$ cat src/rtl/sevenseg_scan_mux.sv
// sevenseg_scan_mux: time-multiplexed common-anode 7-segment driver with hex decode, dp, blanking and leading-zero suppression
module sevenseg_scan_mux #(
  parameter int NUM_DIGITS = 4,
  parameter int SCAN_DIV   = 50000,
  parameter int DEAD_CYC   = 2,
  localparam int IW = NUM_DIGITS > 1 ? $clog2(NUM_DIGITS) : 1
) (
  input  logic                    clk,
  input  logic                    rst_n,
  input  logic [4*NUM_DIGITS-1:0] digits_i,
  input  logic [NUM_DIGITS-1:0]   dp_i,
  input  logic [NUM_DIGITS-1:0]   blank_i,
  input  logic                    lz_en_i,
  input  logic                    load_i,
  output logic [6:0]              seg_o,
  output logic                    dp_o,
  output logic [NUM_DIGITS-1:0]   an_o,
  output logic [IW-1:0]           digit_idx_o
);
  localparam int CW = SCAN_DIV > 1 ? $clog2(SCAN_DIV) : 1;
  localparam logic [6:0] HEX [16] = '{7'h7E, 7'h30, 7'h6D, 7'h79, 7'h33, 7'h5B, 7'h5F, 7'h70,
                                      7'h7F, 7'h7B, 7'h77, 7'h1F, 7'h4E, 7'h3D, 7'h4F, 7'h47};
  logic [CW-1:0]         cnt;
  logic [IW-1:0]         idx;
  logic [3:0]            nib [NUM_DIGITS];
  logic [NUM_DIGITS-1:0] dp_sh, blank_sh, sup;
  logic [3:0]            cur;
  logic                  run, dead, dark, show_dp;
  assign digit_idx_o = idx;
  // a digit is suppressed when it and every digit above it are zero; digit 0 always shows
  always_comb begin
    run = lz_en_i;
    sup = '0;
    for (int k = NUM_DIGITS - 1; k > 0; k--) begin
      run = run & (nib[k] == 4'h0);
      sup[k] = run;
    end
  end
  assign cur     = nib[idx];
  assign dead    = cnt < CW'(DEAD_CYC);
  assign show_dp = dp_sh[idx];
  assign dark    = blank_sh[idx] | sup[idx];
  always_ff @(posedge clk) begin
    if (!rst_n) begin
      cnt      <= '0;
      idx      <= '0;
      dp_sh    <= '0;
      blank_sh <= '0;
      for (int k = 0; k < NUM_DIGITS; k++) nib[k] <= '0;
      an_o     <= '1;
      seg_o    <= 7'h7F;
      dp_o     <= 1'b1;
    end else begin
      if (load_i) begin
        for (int k = 0; k < NUM_DIGITS; k++) nib[k] <= digits_i[4*k +: 4];
        dp_sh    <= dp_i;
        blank_sh <= blank_i;
      end
      cnt <= (cnt == CW'(SCAN_DIV - 1)) ? '0 : cnt + 1'b1;
      if (cnt == CW'(SCAN_DIV - 1)) idx <= (idx == IW'(NUM_DIGITS - 1)) ? '0 : idx + 1'b1;
      an_o  <= (dead || (dark && !show_dp)) ? '1 : ~(NUM_DIGITS'(1) << idx);
      seg_o <= (dead || dark) ? 7'h7F : ~HEX[cur];
      dp_o  <= dead || !show_dp;
    end
  end
endmodule
$ cat config.mk
export PLATFORM = sky130hd
export DESIGN_NAME = sevenseg_scan_mux
export DESIGN_NICKNAME = d
export VERILOG_FILES = /design/src/rtl/sevenseg_scan_mux.sv
export SDC_FILE = /design/constraint.sdc
export NUM_CORES = 1
export LEC_CHECK = 0
export CAP_MARGIN = 20
export CORE_ASPECT_RATIO = 1.75
export CORE_MARGIN = 5
export CORE_UTILIZATION = 40
export CTS_CLUSTER_SIZE = 40
export DETAILED_ROUTE_END_ITERATION = 10
export SLEW_MARGIN = 5
export SYNTH_ARGS = -nofsm -noshare
export SYNTH_HDL_FRONTEND = slang
export SYNTH_SLANG_ARGS = --single-unit
$ cat constraint.sdc
create_clock -name clk -period 3 [get_ports clk]
set_clock_uncertainty 0.1 [all_clocks]
set_input_delay 0.9 -clock clk [delete_from_list [all_inputs] [get_ports clk]]
set_output_delay 0.9 -clock clk [all_outputs]
set_load 0.03 [all_outputs]
# After elaboration in Yosys (flattened, before gate mapping)
# Memory sizes are Yosys's and may differ from the RTL's. A register that Yosys moved wholly into a read port is not among the register bits.
# Cells that the tools add are included.
# W data, S select, Z words.
[classes]
add_sub_neg = 2
magnitude_cmp = 3
n_eq_ne = 2
shifts = 1
muxes = 19
bitwise_logic = 12
reduce_logical = 11
[op_table]
columns = ["operator", "n"]
rows = [
  ["$add A16 B1 Y16 const B", 1],
  ["$eq A16 B16 Y1 const B", 1],
  ["$lt A16 B2 Y1 const B", 1],
  ["$mux W4", 4],
  ["$mux W7", 2],
  ["$logic_not A4 Y1", 3],
  ["$mux W1", 7],
  ["$not A7 Y7", 1],
  ["$bmux W1 S2", 3],
  ["$mux W2", 3],
  ["$reduce_or A2 Y1", 3],
  ["$ge A5 B5 Y1 const B", 1],
  ["$not A4 Y5", 1],
  ["$or A1 B1 Y1", 5],
  ["$not A4 Y4", 1],
  ["$shl A1 B2 Y4 const A", 1],
  ["$and A1 B1 Y1", 3],
  ["$logic_or A1 B1 Y1", 3],
  ["$lt A2 B3 Y1 const B", 1],
  ["$add A2 B1 Y2 const B", 1],
  ["$eq A2 B2 Y1 const B", 1],
  ["$logic_and A1 B1 Y1", 1],
  ["$logic_not A1 Y1", 1],
  ["$not A1 Y1", 1],
]
[word_totals]
ff_bits = 38
ramBits = 16
rom_bits = 112
input_bits = 28
out_inout_bits = 14
wordCells = 59
memories = 2
[mem_list]
columns = ["memory", "depth", "width", "rd", "rd_clocked_by_memory_dff", "write_ports", "line", "text"]
rows = [
  ["(no name shown)", 16, 7, 1, 0, 0, "62", "seg_o <= (dead || dark) ? 7'h7F : ~HEX[cur];"],
  ["nib", 4, 4, 4, 1, 4, "25", "logic [3:0] nib [NUM_DIGITS];"],
]

# Longest topological paths before layout
# Gate-level depths: netlist (run 1).
# An unclocked memory read counts as a cell.
[logic_depth]
ltp_word = 11
mapped_depth = 7
depth_no_buf = 7

# Least setup slack after synthesis (run 1)
# OpenSTA, ideal clock, no wires.
[synth_path]
kind = "input-to-reg"
from = "input load_i"
to = "memory nib[0][0], enable pin"
setup_ns = 0.375
arrival_time_ns = 1.984
t_required_ns = 2.525
path_slack_ns = 0.541
path_stages = 3
n_path_buf = 2
path_cell_list = "clkbuf_1 buf_1 nand2b_1"
[synth_rtl]
columns = ["item", "line", "text"]
rows = [
  ["from (decl)", "14", "input logic load_i,"],
  ["to (decl)", "25", ""],
]

# Final worst setup path (run 1)
[layout_path]
from = "register idx[0] (netlist: digit_idx_o[0])"
to = "output digit_idx_o[0]"
[layout_rtl]
columns = ["item", "line", "text"]
rows = [
  ["from (decl)", "24", "logic [IW-1:0] idx;"],
  ["from (signal assigned)", "60", "if (cnt == CW'(SCAN_DIV - 1)) idx <= (idx == IW'(NUM_DIGITS - 1)) ? '0 : idx + 1'b1;"],
  ["to (decl)", "18", "output logic [IW-1:0] digit_idx_o"],
]
# No word-level cell between the ends.

==> impl_metrics.env, run 1 <==
export IMPL_status="complete, no violations"
export IMPL_place_inst=350
export IMPL_first_global_vias=1780
export IMPL_power_mw=1.42
export IMPL_routedWlPerCell_um=14.1
export IMPL_muxShareOfSynthArea=0.106
export IMPL_initial_core_util=0.408
export IMPL_fmax_mhz=425
export IMPL_dieArea_um2=8010
export IMPL_drcViolationCount=0
export IMPL_ys_ff_latch=56
export IMPL_cts_tree="done"
export IMPL_drt_wl_total_um=5060
export IMPL_syn_inst=233
export IMPL_grt_ovfl_total=0
export IMPL_worstHoldStart="cnt[0]"
export IMPL_fin_setup_tns_ns=0
export IMPL_period_needed_ns=2.35
export IMPL_core_um2=6130
export IMPL_grt_max_degree=25
export IMPL_cp_slowest_stage_delay_ns=0.68
export IMPL_clock_path_buffers=2
export IMPL_cp_top_family="buffers and inverters"
export IMPL_grt_usage=0.133
export IMPL_synth_xor_area_frac=0.0490
export IMPL_io_pins=42
export IMPL_antenna_found_initial=0
export IMPL_cts_root_buf="clkbuf_8"
export IMPL_final_cell_mix="clkdlybuf4s50_1, dfxtp_1, nor2_1"
export IMPL_slew_headroom=0.675
export IMPL_fin_crit_sh=0.784
export IMPL_criticalPathCategory="register to output pin"
export IMPL_yosys_area_share_simple=0.209
export IMPL_die_x_um=69.8
export IMPL_power_density_nw_per_um2=457
export IMPL_synth_compound_area_frac=0.0400
export IMPL_leakagePower_nw=1.18
export IMPL_hpwl_um=4040
export IMPL_port_buffers=41
export IMPL_mostFrequentLayoutCell="clkdlybuf4s50_1"
export IMPL_setup_violations=0
export IMPL_path_max_fanout=2
export IMPL_rows=38
export IMPL_ys_seq_area_frac=0.511
export IMPL_ys_types=39
export IMPL_post_cts_setup_buffers=0
export IMPL_nFillCells=584
export IMPL_cp_data_required_time_ns=2.00
export IMPL_synth_top_family_by_area="simple AND/OR/NAND/NOR gates"
export IMPL_cp_startpoint="digit_idx_o[0]"
export IMPL_grt_first_pass_wirelength_um=8400
export IMPL_crit_chain="clkdlybuf4s50_1"
export IMPL_syn_cell_area_um2=2500
export IMPL_synth_nets=271
export IMPL_insertedDiodeCount=0
export IMPL_drive_gt1_frac=0.0935
export IMPL_viasPerCell=5.00
export IMPL_ctsHoldBuffers=0
export IMPL_cp_num_buf_inv=1
export IMPL_arrival_ns=1.35
export IMPL_numCtsBuffers=5
export IMPL_dr_pass1_iters=4
export IMPL_numClockSinks=56
export IMPL_slowest_stage="clkdlybuf4s50_1"
export IMPL_drv_cap=0
export IMPL_die_y_um=115
export IMPL_fin_cells=358
export IMPL_clkTransAtPathRegs_ns=0.10
export IMPL_synthAdderAreaFrac=0.0500
export IMPL_maxSlewViolCount=0
export IMPL_placed_area_um2=3010
export IMPL_design_area_um2=3100
export IMPL_htreeDepth=2
export IMPL_rsz0062_at_grt="no"
export IMPL_gp_congestion=0.776
export IMPL_syn_avg_cell_area_um2=10.8
export IMPL_end_kind="output pin"
export IMPL_tightest_slew_ns=0.487
export IMPL_final_nets=315
export IMPL_clock_latency_ns=0.30
export IMPL_ant_nets=0
export IMPL_ctsResizeCount=0
export IMPL_syn2layout_area_growth_pct=23.6
export IMPL_via_count=1789
export IMPL_hold_violations=0
export IMPL_critPathLaunchType="register"
export IMPL_synth_warnings=0
export IMPL_holdCritPathClass="register to register"
export IMPL_ir_worst_vdd_uv=366
export IMPL_drtIter0Drc=82
[cell usage after synthesis (all sizes together)]
cell type	number	area, um^2
a41oi	1	8.76
o221ai	1	8.76
ha	10	125
nand4	1	6.26
o21ai	4	20.0
nor2	31	124
and3	18	113
nand2	19	71.3
and2b	2	20.0
inv	10	37.5
dfxtp	40	801
nor4	7	50.1
mux2	2	30.0
edfxtp	16	480
and2	1	6.26
clkbuf	5	18.8
nand2b	4	25.0
xor2	1	8.76
a22oi	2	20.0
o21a	1	7.51
or3	2	17.5
nand3	10	55.1
o211ai	2	20.0
mux2i	9	90.1
nor3	7	35.0
xnor2	13	114
mux4	6	146
buf	5	30.0
a21oi	3	15.0
[metrics by stage]
stage / setup WS [ns] / utilization / hold WS, ns
3_5_place_dp: 0.567 / 0.491 / 0.334
4_1_cts: 0.621 / 0.505 / 0.348
2_1_floorplan: 0.541 / - / 0.313
5_1_grt: 0.575 / 0.505 / 0.384
3_3_place_gp: 0.601 / 0.491 / 0.330
6_report: 0.647 / 0.505 / 0.351
[cells by family (layout without fill, tap and decap cells)]
group                    Yosys count  in the layout
AND/OR/NAND/NOR                  102            102
buffers and inverters             20             65
adder cells (fa/ha/maj)           10             10
XOR/XNOR                          14             14
multiplexers                      17             17
AO/OA/AOI/OAI                     14             14
flip-flops                        56             56
[where the power goes]
group | total (mW) | internal [mW] | switching [mW]
Clock | 0.399 | 0.164 | 0.235
Sequential | 0.832 | 0.815 | 0.0173
Combinational | 0.185 | 0.0972 | 0.0880
Total | 1.42 | 1.08 | 0.341
[per-layer routing]
metal | vias to the layer above | wire (um) | track usage
li1 | 899 | - | -
met1 | 845 | 1920 | 0.132
met2 | 39 | 2850 | 0.264
met3 | 6 | 205 | 0.0255
met4 | 0 | 87 | 0.0550
met5 | - | 0 | 0
[area by class of cell]
| class | count | area (um^2) | area share |
|---|---|---|---|
| timing repair buffer | 47 | 455 | 0.147 |
| clock inverter | 2 | 12.5 | 0.00404 |
| sequential | 56 | 1280 | 0.414 |
| inverter | 10 | 37.5 | 0.0121 |
| tap | 80 | 100 | 0.0323 |
| clock buffer | 6 | 72.6 | 0.0234 |
| multi-input combinational | 157 | 1140 | 0.367 |
[flip-flops by register name (all words and copies together), names as in the netlist, named ones only]
| signal | count |
|---|---|
| nib | 16 |
| cnt | 16 |
| dp_sh | 4 |
| an_o | 4 |
| seg_o | 7 |
| blank_sh | 4 |
| digit_idx_o | 2 |
| dp_o | 1 |
[final timing paths]
kind               endpoint  slack (ns)  cells after the start
max          digit_idx_o[0]        0.65                      1
min                  cnt[0]        0.35                      1
max reg2reg        seg_o[3]        0.92                      7
min reg2reg          cnt[0]        0.35                      1
(Power assumes the default switching activity.)
==> run 2, diff against run 1 <==
PLACE_DENSITY = 0.65   (was not set)
clock period = 2.1 ns   (was 3 ns; I/O delays follow)
==> impl_metrics.env, run 2 (synthesis gave the netlist of run 1 again) <==
export IMPL_r2r_end="seg_o[6]"
export IMPL_use_met1=0.130
export IMPL_die_y_um=115
export IMPL_leakagePower_nw=1.20
export IMPL_end_kind="output pin"
export IMPL_nFillCells=551
export IMPL_status="complete, no violations"
export IMPL_core_um2=6130
export IMPL_grt_ovfl_total=0
export IMPL_cp_depth=1
export IMPL_cp_top_family="buffers and inverters"
export IMPL_crit_end="seg_o[1]"
export IMPL_fmax_mhz=498
export IMPL_arrival_ns=1.28
export IMPL_clkTransAtPathRegs_ns=0.09
export IMPL_drive_gt1_frac=0.112
export IMPL_dieArea_um2=8010
export IMPL_cp_data_required_time_ns=1.37
export IMPL_gp_congestion=0.809
export IMPL_cp_slowest_stage_delay_ns=0.66
export IMPL_seq_power_share=0.556
export IMPL_drtIter0Drc=75
export IMPL_period_needed_ns=2.01
export IMPL_io_pins=42
export IMPL_final_nets=315
export IMPL_drcViolationCount=0
export IMPL_switching_share=0.226
export IMPL_use_met2=0.210
export IMPL_slew_headroom=0.696
export IMPL_maxSlewViolCount=0
export IMPL_insertedDiodeCount=0
export IMPL_top_regs="cnt (16), nib (16), seg_o (7)"
export IMPL_path_max_fanout=1
export IMPL_design_area_um2=3120
export IMPL_placed_area_um2=3010
export IMPL_met3_usage=0.0281
export IMPL_ff2ff_setup_slack_ns=0.18
export IMPL_first_global_vias=1615
export IMPL_ir_worst_vdd_uv=452
export IMPL_criticalPathCategory="register to output pin"
export IMPL_fin_crit_sh=0.956
export IMPL_die_x_um=69.8
export IMPL_slowest_stage="clkdlybuf4s50_1"
export IMPL_cts_tree="done"
export IMPL_viasPerCell=4.76
export IMPL_initial_core_util=0.408
export IMPL_htreeDepth=2
export IMPL_syn2layout_area_growth_pct=24.5
export IMPL_crit_chain="clkdlybuf4s50_1"
export IMPL_setup_violations=0
export IMPL_holdCritPathClass="register to register"
export IMPL_power_density_nw_per_um2=686
export IMPL_grt_busiest_layer="met2"
export IMPL_hold_violations=0
export IMPL_grt_max_degree=25
export IMPL_cts_root_buf="clkbuf_8"
export IMPL_hpwl_um=3550
export IMPL_clock_latency_ns=0.31
export IMPL_grt_usage=0.118
export IMPL_clockPowerShare=0.322
export IMPL_drt_wl_total_um=4570
export IMPL_numClockSinks=56
export IMPL_port_buffers=41
export IMPL_final_cell_mix="dfxtp_1, clkdlybuf4s50_1, nor2_1"
export IMPL_dr_pass1_iters=4
export IMPL_worstHoldStart="cnt[0]"
export IMPL_ctsHoldBuffers=0
export IMPL_tightest_slew_ns=0.452
export IMPL_drv_cap=0
export IMPL_cp_num_buf_inv=1
export IMPL_power_mw=2.14
export IMPL_antenna_found_initial=0
export IMPL_rr_worst_depth=5
export IMPL_ant_nets=0
export IMPL_numCtsBuffers=5
export IMPL_rsz0062_at_grt="no"
export IMPL_p_int_mw=1.66
export IMPL_routedWlPerCell_um=12.8
export IMPL_critPathLaunchType="register"
export IMPL_power_switching_mw=0.483
export IMPL_via_count=1705
export IMPL_cp_startpoint="seg_o[1]"
export IMPL_grt_first_pass_wirelength_um=7480
export IMPL_comb_power_share=0.122
export IMPL_rows=38
export IMPL_clock_path_buffers=2
run 2: worst min path at each step:
| stage | endpoint | slack (ns) | cells past startpoint |
|---|---|---|---|
| after floorplan | cnt[0] | 0.31 | 1 |
| after global placement | cnt[0] | 0.33 | 1 |
| after detailed placement | cnt[0] | 0.34 | 1 |
| after CTS | cnt[0] | 0.35 | 1 |
| after global routing | cnt[0] | 0.37 | 1 |
| final | cnt[0] | 0.35 | 1 |
run 2: power by group through the flow:
stage               sequential (mW)  combinational, mW  clock, mW
floorplan                      1.23              0.141          0
global placement               1.21              0.259          0
detailed placement             1.21              0.264          0
CTS                            1.19              0.264      0.719
global route                   1.19              0.287      0.751
finish                         1.19              0.261      0.689
run 2: layout make-up:
cell class                 count  area [um^2]  share of cell area
tap                           80          100              0.0321
clock inverter                 3         42.5              0.0136
timing repair buffer          47          453               0.145
multi-input combinational    157         1130               0.364
inverter                      10         37.5              0.0120
clock buffer                   5         68.8              0.0221
sequential                    56         1280               0.411
run 2: through the flow:
stage / util / setup WS (ns) / cells / hold slack (ns) / setup TNS (ns)
floorplan: - / 0.0924 / 233 / 0.313 / 0
global placement: 0.491 / 0.0106 / 350 / 0.326 / 0
detailed placement: 0.491 / -0.00318 / 350 / 0.337 / -0.00318
CTS: 0.509 / 0.0556 / 358 / 0.352 / 0
global route: 0.509 / 0.0320 / 358 / 0.375 / 0
finish: 0.509 / 0.0929 / 358 / 0.351 / 0
run 2: timing repair:
action | CTS | global route
buffers inserted | 0 | 0
resized for setup | 2 | 4
endpoints found under the setup margin | 2 | 4
run 2: routing by layer:
layer  vias to the layer above  wire [um]
li1                        896          -
met1                       771       1890
met2                        33       2400
met3                         5        184
met4                         0         95
met5                         -          0
==> run 3, diff against run 2 <==
GPL_ROUTABILITY_DRIVEN = 0   (was not set)
PLACE_DENSITY = not set   (was 0.65)
clock period = 2.51 ns   (was 2.1 ns; I/O delays follow)
==> impl_metrics.env, run 3 (synthesis gave the netlist of run 1 again) <==
export IMPL_grt_first_pass_wirelength_um=8270
export IMPL_power_density_nw_per_um2=545
export IMPL_numCtsBuffers=5
export IMPL_viasPerCell=4.85
export IMPL_clock_latency_ns=0.31
export IMPL_die_x_um=69.8
export IMPL_syn2layout_area_growth_pct=23.8
export IMPL_hold_violations=0
export IMPL_crit_end="digit_idx_o[0]"
export IMPL_r2r_end="seg_o[3]"
export IMPL_placed_area_um2=3020
export IMPL_ctsHoldBuffers=0
export IMPL_ir_worst_vdd_uv=262
export IMPL_slowest_stage="clkdlybuf4s50_1"
export IMPL_crit_chain="clkdlybuf4s50_1"
export IMPL_drt_wl_total_um=5040
export IMPL_cts_tree="done"
export IMPL_grt_usage=0.132
export IMPL_clock_path_buffers=2
export IMPL_antenna_found_initial=0
export IMPL_drtIter0Drc=54
export IMPL_first_global_vias=1777
export IMPL_cp_depth=1
export IMPL_critPathLaunchType="register"
export IMPL_arrival_ns=1.49
export IMPL_insertedDiodeCount=0
export IMPL_utilization=0.506
export IMPL_rows=38
export IMPL_cts_root_buf="clkbuf_8"
export IMPL_ant_nets=0
export IMPL_slew_headroom=0.675
export IMPL_cp_slowest_stage_delay_ns=0.72
export IMPL_tightest_slew_ns=0.486
export IMPL_fmax_mhz=428
export IMPL_hpwl_um=3950
export IMPL_io_pins=42
export IMPL_ctsResizeCount=0
export IMPL_post_place_ws_ns=0.207
export IMPL_via_count=1740
export IMPL_clkTransAtPathRegs_ns=0.09
export IMPL_dr_pass1_iters=4
export IMPL_rr_worst_depth=6
export IMPL_drcViolationCount=0
export IMPL_port_buffers=41
export IMPL_final_cell_mix="clkdlybuf4s50_1, dfxtp_1, nor2_1"
export IMPL_initial_core_util=0.408
export IMPL_final_nets=316
export IMPL_criticalPathCategory="register to output pin"
export IMPL_design_area_um2=3100
export IMPL_fin_crit_sh=0.932
export IMPL_holdCritPathClass="register to register"
export IMPL_status="complete, no violations"
export IMPL_place_inst=351
export IMPL_fin_hold_ws_ns=0.349
export IMPL_ff2ff_setup_slack_ns=0.45
export IMPL_rsz0062_at_grt="no"
export IMPL_drive_gt1_frac=0.0932
export IMPL_fin_cells=359
export IMPL_hold_path_depth=1
export IMPL_cp_num_buf_inv=1
export IMPL_setup_violations=0
export IMPL_fin_ws_ns=0.172
export IMPL_post_cts_setup_buffers=0
export IMPL_drv_cap=0
export IMPL_dieArea_um2=8010
export IMPL_grt_ovfl_total=0
export IMPL_htreeDepth=2
export IMPL_power_mw=1.69
export IMPL_core_um2=6130
export IMPL_nFillCells=573
export IMPL_mostFrequentLayoutCell="clkdlybuf4s50_1"
export IMPL_path_max_fanout=7
export IMPL_period_needed_ns=2.34
export IMPL_leakagePower_nw=1.19
export IMPL_routedWlPerCell_um=14.0
export IMPL_cp_data_required_time_ns=1.66
export IMPL_fin_setup_tns_ns=0
export IMPL_cp_startpoint="digit_idx_o[0]"
export IMPL_grt_max_degree=25
export IMPL_die_y_um=115
export IMPL_top_regs="cnt (16), nib (16), seg_o (7)"
export IMPL_maxSlewViolCount=0
export IMPL_end_kind="output pin"
export IMPL_numClockSinks=56
export IMPL_cp_top_family="buffers and inverters"
-- run 3: cell count changes in the layout (fill, tap and decap cells not counted), moves of 2 or more --
cell / previous run / this run
clkbuf_1: 0 / 2
mux4_1: 1 / 3
dlygate4sd2_1: 2 / 0
clkdlybuf4s50_1: 39 / 41
mux4_2: 5 / 3
-- run 3: cell type report --
class | count | area (um^2) | share of cell area
flip-flops and latches | 56 | 1280 | 0.413
multi-input cells | 157 | 1140 | 0.367
repair buffers | 48 | 463 | 0.149
well taps | 80 | 100 | 0.0323
clock buffers | 7 | 76.3 | 0.0246
inverters | 10 | 37.5 | 0.0121
clock inverters | 1 | 5.00 | 0.00161
-- run 3: worst min path at each step --
| stage | startpoint | endpoint | slack, ns |
|---|---|---|---|
| floorplan | cnt[0] | cnt[0] | 0.31 |
| global placement | cnt[0] | cnt[0] | 0.33 |
| detailed placement | cnt[0] | cnt[0] | 0.34 |
| CTS | cnt[0] | cnt[0] | 0.35 |
| global route | cnt[0] | cnt[0] | 0.39 |
| finish | cnt[0] | cnt[0] | 0.35 |
-- run 3: where the power goes --
group | switching, mW | internal [mW]
Sequential | 0.0202 | 0.974
Combinational | 0.105 | 0.117
Clock | 0.276 | 0.197
-- run 3: metal layers --
metal / track usage / part of all wire / vias to the layer above / wire length [um]
li1: - / - / 899 / -
met1: 0.132 / 0.38 / 802 / 1890
met2: 0.262 / 0.57 / 33 / 2850
met3: 0.0272 / 0.041 / 6 / 204
met4: 0.0499 / 0.017 / 0 / 87
met5: 0 / 0 / - / 0
